**src/rtl/spi_pkg.sv**
```systemverilog
// Shared SPI definitions: FSM state encodings and default word/clock settings,
// used by both the ADC read and DAC write controllers.
package spi_pkg;

    typedef enum logic [2:0] {
        IDLE   = 3'd0,
        SETUP  = 3'd1,
        SCK_HI = 3'd2,
        SCK_LO = 3'd3,
        HOLD   = 3'd4,
        DONE   = 3'd5
    } spi_state_e;

    localparam int SPI_NBITS_DEF = 12;
    localparam int SPI_DIV_DEF   = 4;

    // States in which the phase timer runs and chip select is asserted.
    function automatic logic is_timed(input spi_state_e s);
        return (s == SETUP) || (s == SCK_HI) || (s == SCK_LO) || (s == HOLD);
    endfunction

endpackage

```
**src/rtl/spi_tick_gen.sv**
```systemverilog
// Phase timer: counts 0..DIV-1 while enabled and flags the last cycle of a phase.
module spi_tick_gen #(
    parameter int DIV = 4
) (
    input  logic clk_i,
    input  logic rst_i,
    input  logic clr,
    input  logic en,
    output logic tick
);

    localparam int CW = (DIV > 2) ? $clog2(DIV) : 1;

    logic [CW-1:0] cnt;

    always_ff @(posedge clk_i or posedge rst_i) begin
        if (rst_i) begin
            cnt <= '0;
        end else if (clr || !en) begin
            cnt <= '0;
        end else if (cnt == CW'(DIV - 1)) begin
            cnt <= '0;
        end else begin
            cnt <= cnt + CW'(1);
        end
    end

    assign tick = en && (cnt == CW'(DIV - 1));

endmodule

```
**src/rtl/spi_adc_reader.sv**
```systemverilog
// SPI master that reads one NBITS-wide word (MSB first) from an ADC per request.
// Handshake: strr_i is a level request sampled only in IDLE; dv_o pulses for one cycle when data_o updates.
module spi_adc_reader
    import spi_pkg::*;
#(
    parameter int NBITS = SPI_NBITS_DEF,
    parameter int DIV   = SPI_DIV_DEF
) (
    input  logic             clk_i,
    input  logic             rst_i,
    input  logic             strr_i,
    input  logic             miso_i,
    output logic             cs_o,
    output logic             sck_o,
    output logic [NBITS-1:0] data_o,
    output logic             dv_o,
    output logic             eor_o
);

    localparam int BW = $clog2(NBITS + 1);

    spi_state_e       state;
    spi_state_e       next_state;
    logic             tick;
    logic             timed;
    logic [NBITS-1:0] shreg;
    logic [BW-1:0]    bit_cnt;
    logic             cs_n;
    logic             sck_n;
    logic             dv_n;
    logic             eor_n;
    logic             enter_hi;
    logic             enter_done;

    assign timed      = is_timed(state);
    assign enter_hi   = (next_state == SCK_HI) && (state != SCK_HI);
    assign enter_done = (next_state == DONE) && (state != DONE);

    spi_tick_gen #(.DIV(DIV)) u_tick (
        .clk_i (clk_i),
        .rst_i (rst_i),
        .clr   (next_state != state),
        .en    (timed),
        .tick  (tick)
    );

    always_ff @(posedge clk_i or posedge rst_i) begin
        if (rst_i) begin
            state <= IDLE;
        end else begin
            state <= next_state;
        end
    end

    always_comb begin
        next_state = state;
        case (state)
            IDLE:   if (strr_i) next_state = SETUP;
            SETUP:  if (tick) next_state = SCK_HI;
            SCK_HI: if (tick) next_state = (bit_cnt == BW'(NBITS)) ? HOLD : SCK_LO;
            SCK_LO: if (tick) next_state = SCK_HI;
            HOLD:   if (tick) next_state = DONE;
            DONE:   next_state = IDLE;
            default: next_state = IDLE;
        endcase
    end

    // Outputs are decoded from the upcoming state and registered, so every pin is a flop.
    always_comb begin
        cs_n  = 1'b1;
        sck_n = 1'b0;
        dv_n  = 1'b0;
        eor_n = 1'b0;
        case (next_state)
            IDLE:                 eor_n = 1'b1;
            SETUP, SCK_LO, HOLD:  cs_n  = 1'b0;
            SCK_HI: begin
                cs_n  = 1'b0;
                sck_n = 1'b1;
            end
            DONE:                 dv_n  = 1'b1;
            default:              eor_n = 1'b1;
        endcase
    end

    always_ff @(posedge clk_i or posedge rst_i) begin
        if (rst_i) begin
            cs_o    <= 1'b1;
            sck_o   <= 1'b0;
            dv_o    <= 1'b0;
            eor_o   <= 1'b1;
            data_o  <= '0;
            shreg   <= '0;
            bit_cnt <= '0;
        end else begin
            cs_o  <= cs_n;
            sck_o <= sck_n;
            dv_o  <= dv_n;
            eor_o <= eor_n;
            if (state == IDLE) begin
                bit_cnt <= '0;
            end else if (enter_hi) begin
                shreg   <= {shreg[NBITS-2:0], miso_i};
                bit_cnt <= bit_cnt + BW'(1);
            end
            if (enter_done) begin
                data_o <= shreg;
            end
        end
    end

endmodule

```
**config.mk**
```make
export PLATFORM = sky130hd
export DESIGN_NAME = spi_adc_reader
export DESIGN_NICKNAME = d
export VERILOG_FILES = /design/src/rtl/spi_pkg.sv /design/src/rtl/spi_tick_gen.sv /design/src/rtl/spi_adc_reader.sv
export SDC_FILE = /design/constraint.sdc
export NUM_CORES = 1
export LEC_CHECK = 0
export BUFFER_PORTS_ARGS = -buffer_cell sky130_fd_sc_hd__buf_2
export CAP_MARGIN = 20
export CORE_UTILIZATION = 50
export CTS_CLUSTER_DIAMETER = 50
export DETAILED_ROUTE_END_ITERATION = 6
export GPL_ROUTABILITY_DRIVEN = 0
export GPL_TIMING_DRIVEN = 0
export PLACE_DENSITY = 0.73
export SYNTH_ARGS = -nofsm -noshare
export SYNTH_HDL_FRONTEND = slang
export SYNTH_SLANG_ARGS = --single-unit
export TNS_END_PERCENT = 5
```
**constraint.sdc**
```tcl
create_clock -name clk_i -period 1.7 [get_ports clk_i]
set_clock_uncertainty 0.1 [all_clocks]
set_input_delay 0.51 -clock clk_i [delete_from_list [all_inputs] [get_ports clk_i]]
set_output_delay 0.51 -clock clk_i [all_outputs]
set_load 0.05 [all_outputs]
```
Word level (Yosys, flattened, before mapping)
Index checks and enable logic that the tools add are counted.
W data, S select, Z words.
{"block": "totals", "register_bits": 37, "input_bits": 4, "elab_cells": 54}
{"block": "classes", "mux": 14, "addsub": 2, "n_eq_ne": 14, "bitwise": 1, "reduce_logical": 14}
{"operator": "$mux W3", "n": 5}
{"operator": "$eq A3 B2 Y1 const B", "n": 4}
{"operator": "$pmux W3 S4", "n": 1}
{"operator": "$eq A3 B3 Y1 const B", "n": 3}
{"operator": "$mux W4", "n": 2}
{"operator": "$eq A3 B1 Y1 const B", "n": 2}
{"operator": "$reduce_or A5 Y1", "n": 1}
{"operator": "$add A4 B1 Y4 const B", "n": 1}
{"operator": "$eq A4 B4 Y1 const B", "n": 1}
{"operator": "$logic_or A1 B1 Y1", "n": 4}
{"operator": "$mux W1", "n": 4}
{"operator": "$mux W2", "n": 2}
{"operator": "$reduce_or A4 Y1", "n": 1}
{"operator": "$logic_and A1 B1 Y1", "n": 3}
{"operator": "$logic_not A3 Y1", "n": 1}
{"operator": "$ne A3 B2 Y1 const B", "n": 1}
{"operator": "$ne A3 B3 Y1", "n": 1}
{"operator": "$ne A3 B3 Y1 const B", "n": 1}
{"operator": "$add A2 B1 Y2 const B", "n": 1}
{"operator": "$eq A2 B2 Y1 const B", "n": 1}
{"operator": "$reduce_and A2 Y1", "n": 1}
{"operator": "$reduce_bool A2 Y1", "n": 1}
{"operator": "$reduce_or A2 Y1", "n": 1}
{"operator": "$logic_not A1 Y1", "n": 1}
{"operator": "$not A1 Y1", "n": 1}

Logic depth before layout (Yosys ltp)
Gate-level depths: netlist of run 1.
{"block": "logic_depth", "depth_word": 11, "mapped_depth": 5, "mapped_depth_nobuf": 5}

By module
Synthesis of run 1 repeated with hierarchy kept, for this count alone.
{"block": "hier_totals", "cells_unflattened": 119, "hier_area_um2": 1584.0}
{"mod": "spi_adc_reader", "n_inst": 1, "cells_per_inst": 112, "area_each_um2": 1487.7}
{"mod": "spi_tick_gen", "n_inst": 1, "cells_per_inst": 7, "area_each_um2": 96.3}

Worst setup path after synthesis of run 1
No wires, ideal clock.
{"block": "synth_timing", "path_kind": "register to register", "start": "reg u_tick.cnt[0]", "end": "reg data_o[0]", "path_buffers": 1, "path_slack_ps": 136, "synth_period_minus_slack_ps": 1564, "t_arrival_ps": 1337, "path_stages_with_launch": 6, "path_cell_list": "dfrtp_1 ha_1 nand2_1 nor3_4 buf_6 mux2_1"}
{"block": "synth_between", "elab_chain_cells": 6}
{"item": "from (decl)", "line_no": "spi_tick_gen.sv:14", "text": "logic [CW-1:0] cnt;"}
{"item": "from (signal assigned)", "line_no": "spi_tick_gen.sv:24", "text": "cnt <= cnt + CW'(1);"}
{"item": "$eq A2 B2 Y1 (*)", "line_no": "spi_tick_gen.sv:28", "text": "assign tick = en && (cnt == CW'(DIV - 1));"}
{"item": "$logic_and A1 B1 Y1 (*)", "line_no": "spi_tick_gen.sv:28"}
{"item": "$mux W3, on equally long branches"}
{"item": "$pmux W3 S4 (*)", "line_no": "spi_adc_reader.sv:57", "text": "case (state)"}
{"item": "$eq A3 B3 Y1 (*)", "line_no": "spi_adc_reader.sv:37", "text": "assign enter_done = (next_state == DONE) && (state != DONE);"}
{"item": "$logic_and A1 B1 Y1 (*)", "line_no": "spi_adc_reader.sv:37"}
{"item": "to (signal assigned)", "line_no": "spi_adc_reader.sv:107", "text": "data_o <= shreg;"}
{"item": "to (decl)", "line_no": "spi_adc_reader.sv:15", "text": "output logic [NBITS-1:0] data_o,"}
Every way passes the cells marked *; elsewhere a longest branch is shown, timed or not.
A chain may end at the register's enable or synchronous reset.

Worst setup path after layout of run 1
{"block": "layout_timing", "start": "reg eor_o", "end": "out eor_o"}
{"item": "from (decl)", "line_no": "spi_adc_reader.sv:17", "text": "output logic eor_o"}
{"item": "from (signal assigned)", "line_no": "spi_adc_reader.sv:99", "text": "eor_o <= eor_n;"}
No word-level cell between the ends.

==> results of run 1 <==
metrics by stage:
stage | utilization, % | worst slack, ns | hold slack [ns] | setup TNS, ns | total power [mW]
after floorplan | - | 0.136 | 0.316 | 0 | 1.77
after global placement | 59.6 | -0.137 | 0.330 | -5.07 | 1.89
after detailed placement | 60.6 | -0.0736 | 0.342 | -0.595 | 1.94
after CTS | 64.1 | 0.0173 | 0.244 | 0 | 2.58
after global routing | 65.7 | -0.0363 | 0.244 | -0.232 | 2.76
final | 65.7 | 0.0456 | 0.237 | 0 | 2.60
flip-flops by register name (all words and copies together) (netlist names):
signal      count
data_o         12
shreg          12
bit_cnt         4
state           3
u_tick.cnt      2
cs_o            1
dv_o            1
eor_o           1
sck_o           1
logic make-up after synthesis:
kind of cell,synth area share [%]
AND/OR/NAND/NOR,7.59
adder cells (fa/ha/maj),2.40
flip-flops,59.3
multiplexers,19.2
AO/OA/AOI/OAI,8.15
buffers and inverters,3.43
how the worst max path moves through the flow:
| stage | depth (start not counted) | to | startpoint |
|---|---|---|---|
| floorplan | 5 | data_o[0]$_DFFE_PP0P_ | u_tick.cnt[0]$_DFF_PP0_ |
| global placement | 2 | bit_cnt[1]$_DFFE_PP0P_ | rst_i |
| detailed placement | 5 | data_o[10]$_DFFE_PP0P_ | u_tick.cnt[0]$_DFF_PP0_ |
| CTS | 5 | data_o[8]$_DFFE_PP0P_ | u_tick.cnt[0]$_DFF_PP0_ |
| global route | 5 | data_o[8]$_DFFE_PP0P_ | u_tick.cnt[0]$_DFF_PP0_ |
| finish | 1 | eor_o | eor_o$_DFF_PP1_ |
report_power, final:
group	switching, mW	internal [mW]
Clock	0.295	0.311
Sequential	0.165	1.09
Combinational	0.359	0.382
cell type report:
cell class / count / area [um^2]
plain buffers: 6 / 37.5
clock buffers: 5 / 37.5
clock inverters: 3 / 46.3
fillers: 230 / 980
inverters: 5 / 18.8
multi-input cells: 65 / 597
flip-flops and latches: 37 / 928
well taps: 31 / 38.8
repair buffers: 25 / 169
synthesized netlist by cell type (2+ instances only):
| cell | instances | area (um^2) |
|---|---|---|
| dfstp_2 | 2 | 52.6 |
| nand2_1 | 3 | 11.3 |
| o2bb2ai_1 | 2 | 17.5 |
| mux2i_1 | 3 | 30.0 |
| buf_2 | 4 | 20.0 |
| dfrtp_1 | 35 | 876 |
| mux2_2 | 15 | 169 |
| inv_1 | 5 | 18.8 |
| a21oi_1 | 3 | 15.0 |
| o21ai_0 | 2 | 10.0 |
| a22o_1 | 2 | 17.5 |
| ha_1 | 3 | 37.5 |
| o21a_1 | 2 | 15.0 |
| o31ai_1 | 2 | 15.0 |
| mux2_1 | 9 | 101 |
| nand3_1 | 3 | 15.0 |
layer usage:
metal	global-route usage (%)	wire (um)	part of all wire (%)	up-vias
met2	27.4	1260	49	21
met1	23.1	1200	46	484
met4	8.50	37	1.4	0
met3	4.91	94	3.6	4
met5	0	0	0	-
li1	-	-	-	471
timing repair:
action / 4_1_cts / 5_1_grt
setup buffers: 0 / 4
pin swaps: 0 / 2
gates resized for setup: 4 / 3
endpoints found under the setup margin: 11 / 9
gates cloned: 0 / 1
==> impl_metrics.toml, run 1 <==
[outcome]
status = "complete, but fails checks"
violations = "DRC"

[worst_setup_path]
crit_type = "register to primary output"
worstRegToRegCells = 5
regToRegEndpoint = "data_o[3]$_DFFE_PP0P_"
endpoint_kind = "primary output"
path_delay_family = "flip-flops"
crit_arrival_ns = 1.04
timing.rr.start = "u_tick.cnt[0]$_DFF_PP0_"
path_cells = "buf_4"
critPathSlowestCell = "dfstp_2"
cp.required_ns = 1.09
cp-start-kind = "register"
cp_slowest_stage_delay_ns = 0.53
r2r_slack_ns = 0.05
cp.buffers_inverters = 1
critPathMaxFanout = 1

[sta]
setup_violations = 0
finalHoldViolCount = 0
tightest_slew_ns = 0.881
final_max_slew_viol_count = 0
relSlewSlack_pct = 41.2
period_minus_slack_ns = 1.65
min_period_over_period_pct = 97.3
fmax_ghz = 0.604

[floorplan]
io_pins = 20
die_w_um = 58.0
start_util_pct = 54.9
core.rowCount = 19
core_area_mm2 = 0.00285
fp.dieH_um = 58.0
die_area_mm2 = 0.00336

[drt]
via_per_inst = 5.54
drt_iter0_markers = 32
dr.pass1.iters = 6
ant_nets = 0
dr_total_vias = 980
wl_per_cell_um = 14.7
drt_wl_total_um = 2600
route.detailed.drc = 2

[power_and_ir_drop]
ir_drop_mv = 0.788
p_per_area_mw_per_mm2 = 1390
leakage_nw = 0.971

[placement]
dpl-instance-area_mm2 = 0.00173
place_inst = 164
io_buffers = 19
hpwl_um = 1760

[layout]
drive_gt1_share_pct = 39.7
stdcell_count = 177
mostFrequentLayoutCell = "dfrtp_1"
finalInstanceArea_mm2 = 0.00187
diodes = 0
area.growth.synth_to_final_pct = 19.6
nets = 152
final_cell_mix = "35 x dfrtp_1, 20 x buf_2, 15 x mux2_2, 9 x mux2_1"

[clocking]
root_buffer = "clkbuf_4"
clock_latency_ns = 0.34
cts_buffer_depth = 2
cts_hold_buffers = 0
cts_tree = "yes"
htree_levels = 2
numCtsBuffers = 5
path_clk_slew_ns = 0.12
cts_sinks = 37

[worst_hold_path]
hold_path_class = "primary input to asynchronous set/reset pin"

[global_route]
grt_usage_pct = 17.7
grt_pass1_wl_um = 4400
grt_overflow = 0
antenna_found_initial = 0
grt_max_degree = 23
grt_pass1_vias = 980

[flow_run]
maxCapViolCount = 0

[synth]
netlist_area_mm2 = 0.00157
synth-seq-cells = 37
synth.distinct_cells = 34
synth-warning-count = 0
synth_cells = 113
synth_edf_count = 0
ys.flop_type = "dfrtp_1"
synth_fp_nets = 120
synth_seq_area_share_pct = 59.3
async_reset_ff_share_pct = 100
avgSynthCellArea_um2 = 13.9
Power figures use the tool's default switching activity.
==> inputs of run 2 (changes only) <==
--- a/config.mk
+++ b/config.mk
@@ -9,10 +9,12 @@
 export CAP_MARGIN = 20
 export CORE_UTILIZATION = 50
 export CTS_CLUSTER_DIAMETER = 50
+export CTS_CLUSTER_SIZE = 30
 export DETAILED_ROUTE_END_ITERATION = 6
 export GPL_ROUTABILITY_DRIVEN = 0
 export GPL_TIMING_DRIVEN = 0
 export PLACE_DENSITY = 0.73
+export RECOVER_POWER = 100
 export SYNTH_ARGS = -nofsm -noshare
 export SYNTH_HDL_FRONTEND = slang
 export SYNTH_SLANG_ARGS = --single-unit
==> run 2 against run 1 <==
Net effect: the run still ends with DRC left; worst hold slack worse by 0.041 ns; via count rose by 0.10%; routed wire length is essentially flat; clock-buffer cell count did not move; sequential share of layout area increased by 0.60 points; non-clock buffer count unchanged; maximum frequency is essentially flat; power is 0.30% lower; die area stayed put; critical path type unchanged.
==> impl_metrics.toml, run 2 (synthesis gave the netlist of run 1 again) <==
[clocking]
cts_buffer_depth = 2
cts_sinks = 37
root_buffer = "clkbuf_4"
cts_tree = "yes"
cts_hold_buffers = 0
numCtsBuffers = 5
htree_levels = 2
clock_latency_ns = 0.34
path_clk_slew_ns = 0.12

[drt]
drt_iter0_markers = 42
ant_nets = 0
drt_wl_total_um = 2590
route.detailed.drc = 2
dr_total_vias = 981
via_per_inst = 5.54
wl_per_cell_um = 14.6
dr.pass1.iters = 6

[power_and_ir_drop]
p_clk_share_pct = 23.4
p_seq_share_pct = 48.3
p_sw_share_pct = 31.5
ir_drop_mv = 0.787
p_switching_uw = 817
combinationalPowerShare_pct = 28.3
p_per_area_mw_per_mm2 = 1400
leakage_nw = 0.963
internal-power_mw = 1.77
totalPowerFinal_mw = 2.59

[layout]
fillers = 232
drive_gt1_share_pct = 39.7
nets = 152
stdcell_count = 177
mostFrequentLayoutCell = "dfrtp_1"
seq_area_um2 = 928
reg_top3 = "data_o: 12 flops, shreg: 12 flops, bit_cnt: 4 flops"
final_cell_mix = "35 x dfrtp_1, 20 x buf_2, 15 x mux2_2, 9 x mux2_1"
diodes = 0
finalInstanceArea_mm2 = 0.00185
area.growth.synth_to_final_pct = 18.1
multi_input_area_um2 = 597

[floorplan]
die_w_um = 58.0
core_area_mm2 = 0.00285
fp.dieH_um = 58.0
die_area_mm2 = 0.00336
io_pins = 20
core.rowCount = 19
start_util_pct = 54.9

[worst_hold_path]
hold_path_class = "primary input to asynchronous set/reset pin"

[worst_setup_path]
critPathMaxFanout = 1
timing.rr.start = "u_tick.cnt[0]$_DFF_PP0_"
cp.buffers_inverters = 1
path_cells = "buf_4"
worstRegToRegCells = 5
cp_slowest_stage_delay_ns = 0.53
regToRegEndpoint = "data_o[3]$_DFFE_PP0P_"
crit_arrival_ns = 1.04
critPathSlowestCell = "dfstp_2"
path_delay_family = "flip-flops"
cp.required_ns = 1.09
crit_type = "register to primary output"
cp-start-kind = "register"
cp.depth = 1
endpoint_kind = "primary output"
r2r_slack_ns = 0.05

[sta]
period_minus_slack_ns = 1.65
tightest_slew_ns = 0.785
final_max_slew_viol_count = 0
fmax_ghz = 0.605
setup_slack_ns = 0.0463
min_period_over_period_pct = 97.3
finalHoldViolCount = 0
whs_ns = 0.196
relSlewSlack_pct = 47.6
setup_violations = 0

[global_route]
grt_overflow = 0
antenna_found_initial = 0
grt_pass1_wl_um = 4400
grt_pass1_vias = 980
grt_usage_pct = 17.7
grt_max_degree = 23

[flow_run]
maxCapViolCount = 0

[placement]
hpwl_um = 1760
io_buffers = 19
place_inst = 164
preCtsSetupSlack_ns = -0.0736
dpl-instance-area_mm2 = 0.00173

[outcome]
violations = "DRC"
status = "complete, but fails checks"
-- run 2: changes by cell type in the layout (fill, tap and decap cells not counted) --
cell,change
clkbuf_2,+1
buf_16,-1
-- run 2: how the worst max path moves through the flow --
stage | start | endpoint
after floorplan | u_tick.cnt[0]$_DFF_PP0_ | data_o[0]$_DFFE_PP0P_
after global placement | rst_i | bit_cnt[1]$_DFFE_PP0P_
after detailed placement | u_tick.cnt[0]$_DFF_PP0_ | data_o[10]$_DFFE_PP0P_
after CTS | u_tick.cnt[0]$_DFF_PP0_ | data_o[8]$_DFFE_PP0P_
after global routing | u_tick.cnt[0]$_DFF_PP0_ | data_o[8]$_DFFE_PP0P_
final | eor_o$_DFF_PP1_ | eor_o
-- run 2: cell type report --
type                       count  share of cell area (%)
sequential                    37                    50.2
clock inverter                 3                    2.50
multi-input combinational     65                    32.3
clock buffer                   5                    2.03
inverter                       5                    1.01
tap                           31                    2.10
timing repair buffer          25                    7.91
buffer                         6                    2.03
-- run 2: repair_timing --
action	in CTS	in global routing
pin swaps	0	2
endpoints found under the setup margin	11	9
gates cloned	0	1
hold endpoints to repair	0	0
resized for setup	4	3
setup buffers	0	4
-- run 2: routing by layer --
metal | wire (um) | GRT usage [%] | vias up
met4 | 37 | 8.50 | 0
li1 | - | - | 472
met3 | 94 | 4.91 | 4
met1 | 1190 | 23.1 | 484
met2 | 1280 | 27.4 | 21
met5 | 0 | 0 | -
-- run 2: stage by stage --
stage / util (%) / TNS, ns
floorplan: - / 0
global placement: 59.6 / -5.07
detailed placement: 60.6 / -0.595
CTS: 64.1 / 0
global route: 64.9 / -0.232
finish: 64.9 / 0
-- run 2: power groups by stage --
stage	Combinational [mW]	Clock, mW	Sequential [mW]
4_1_cts	0.704	0.622	1.25
3_3_place_gp	0.641	0	1.24
5_1_grt	0.812	0.658	1.29
2_1_floorplan	0.515	0	1.26
3_5_place_dp	0.677	0	1.26
6_report	0.734	0.606	1.25
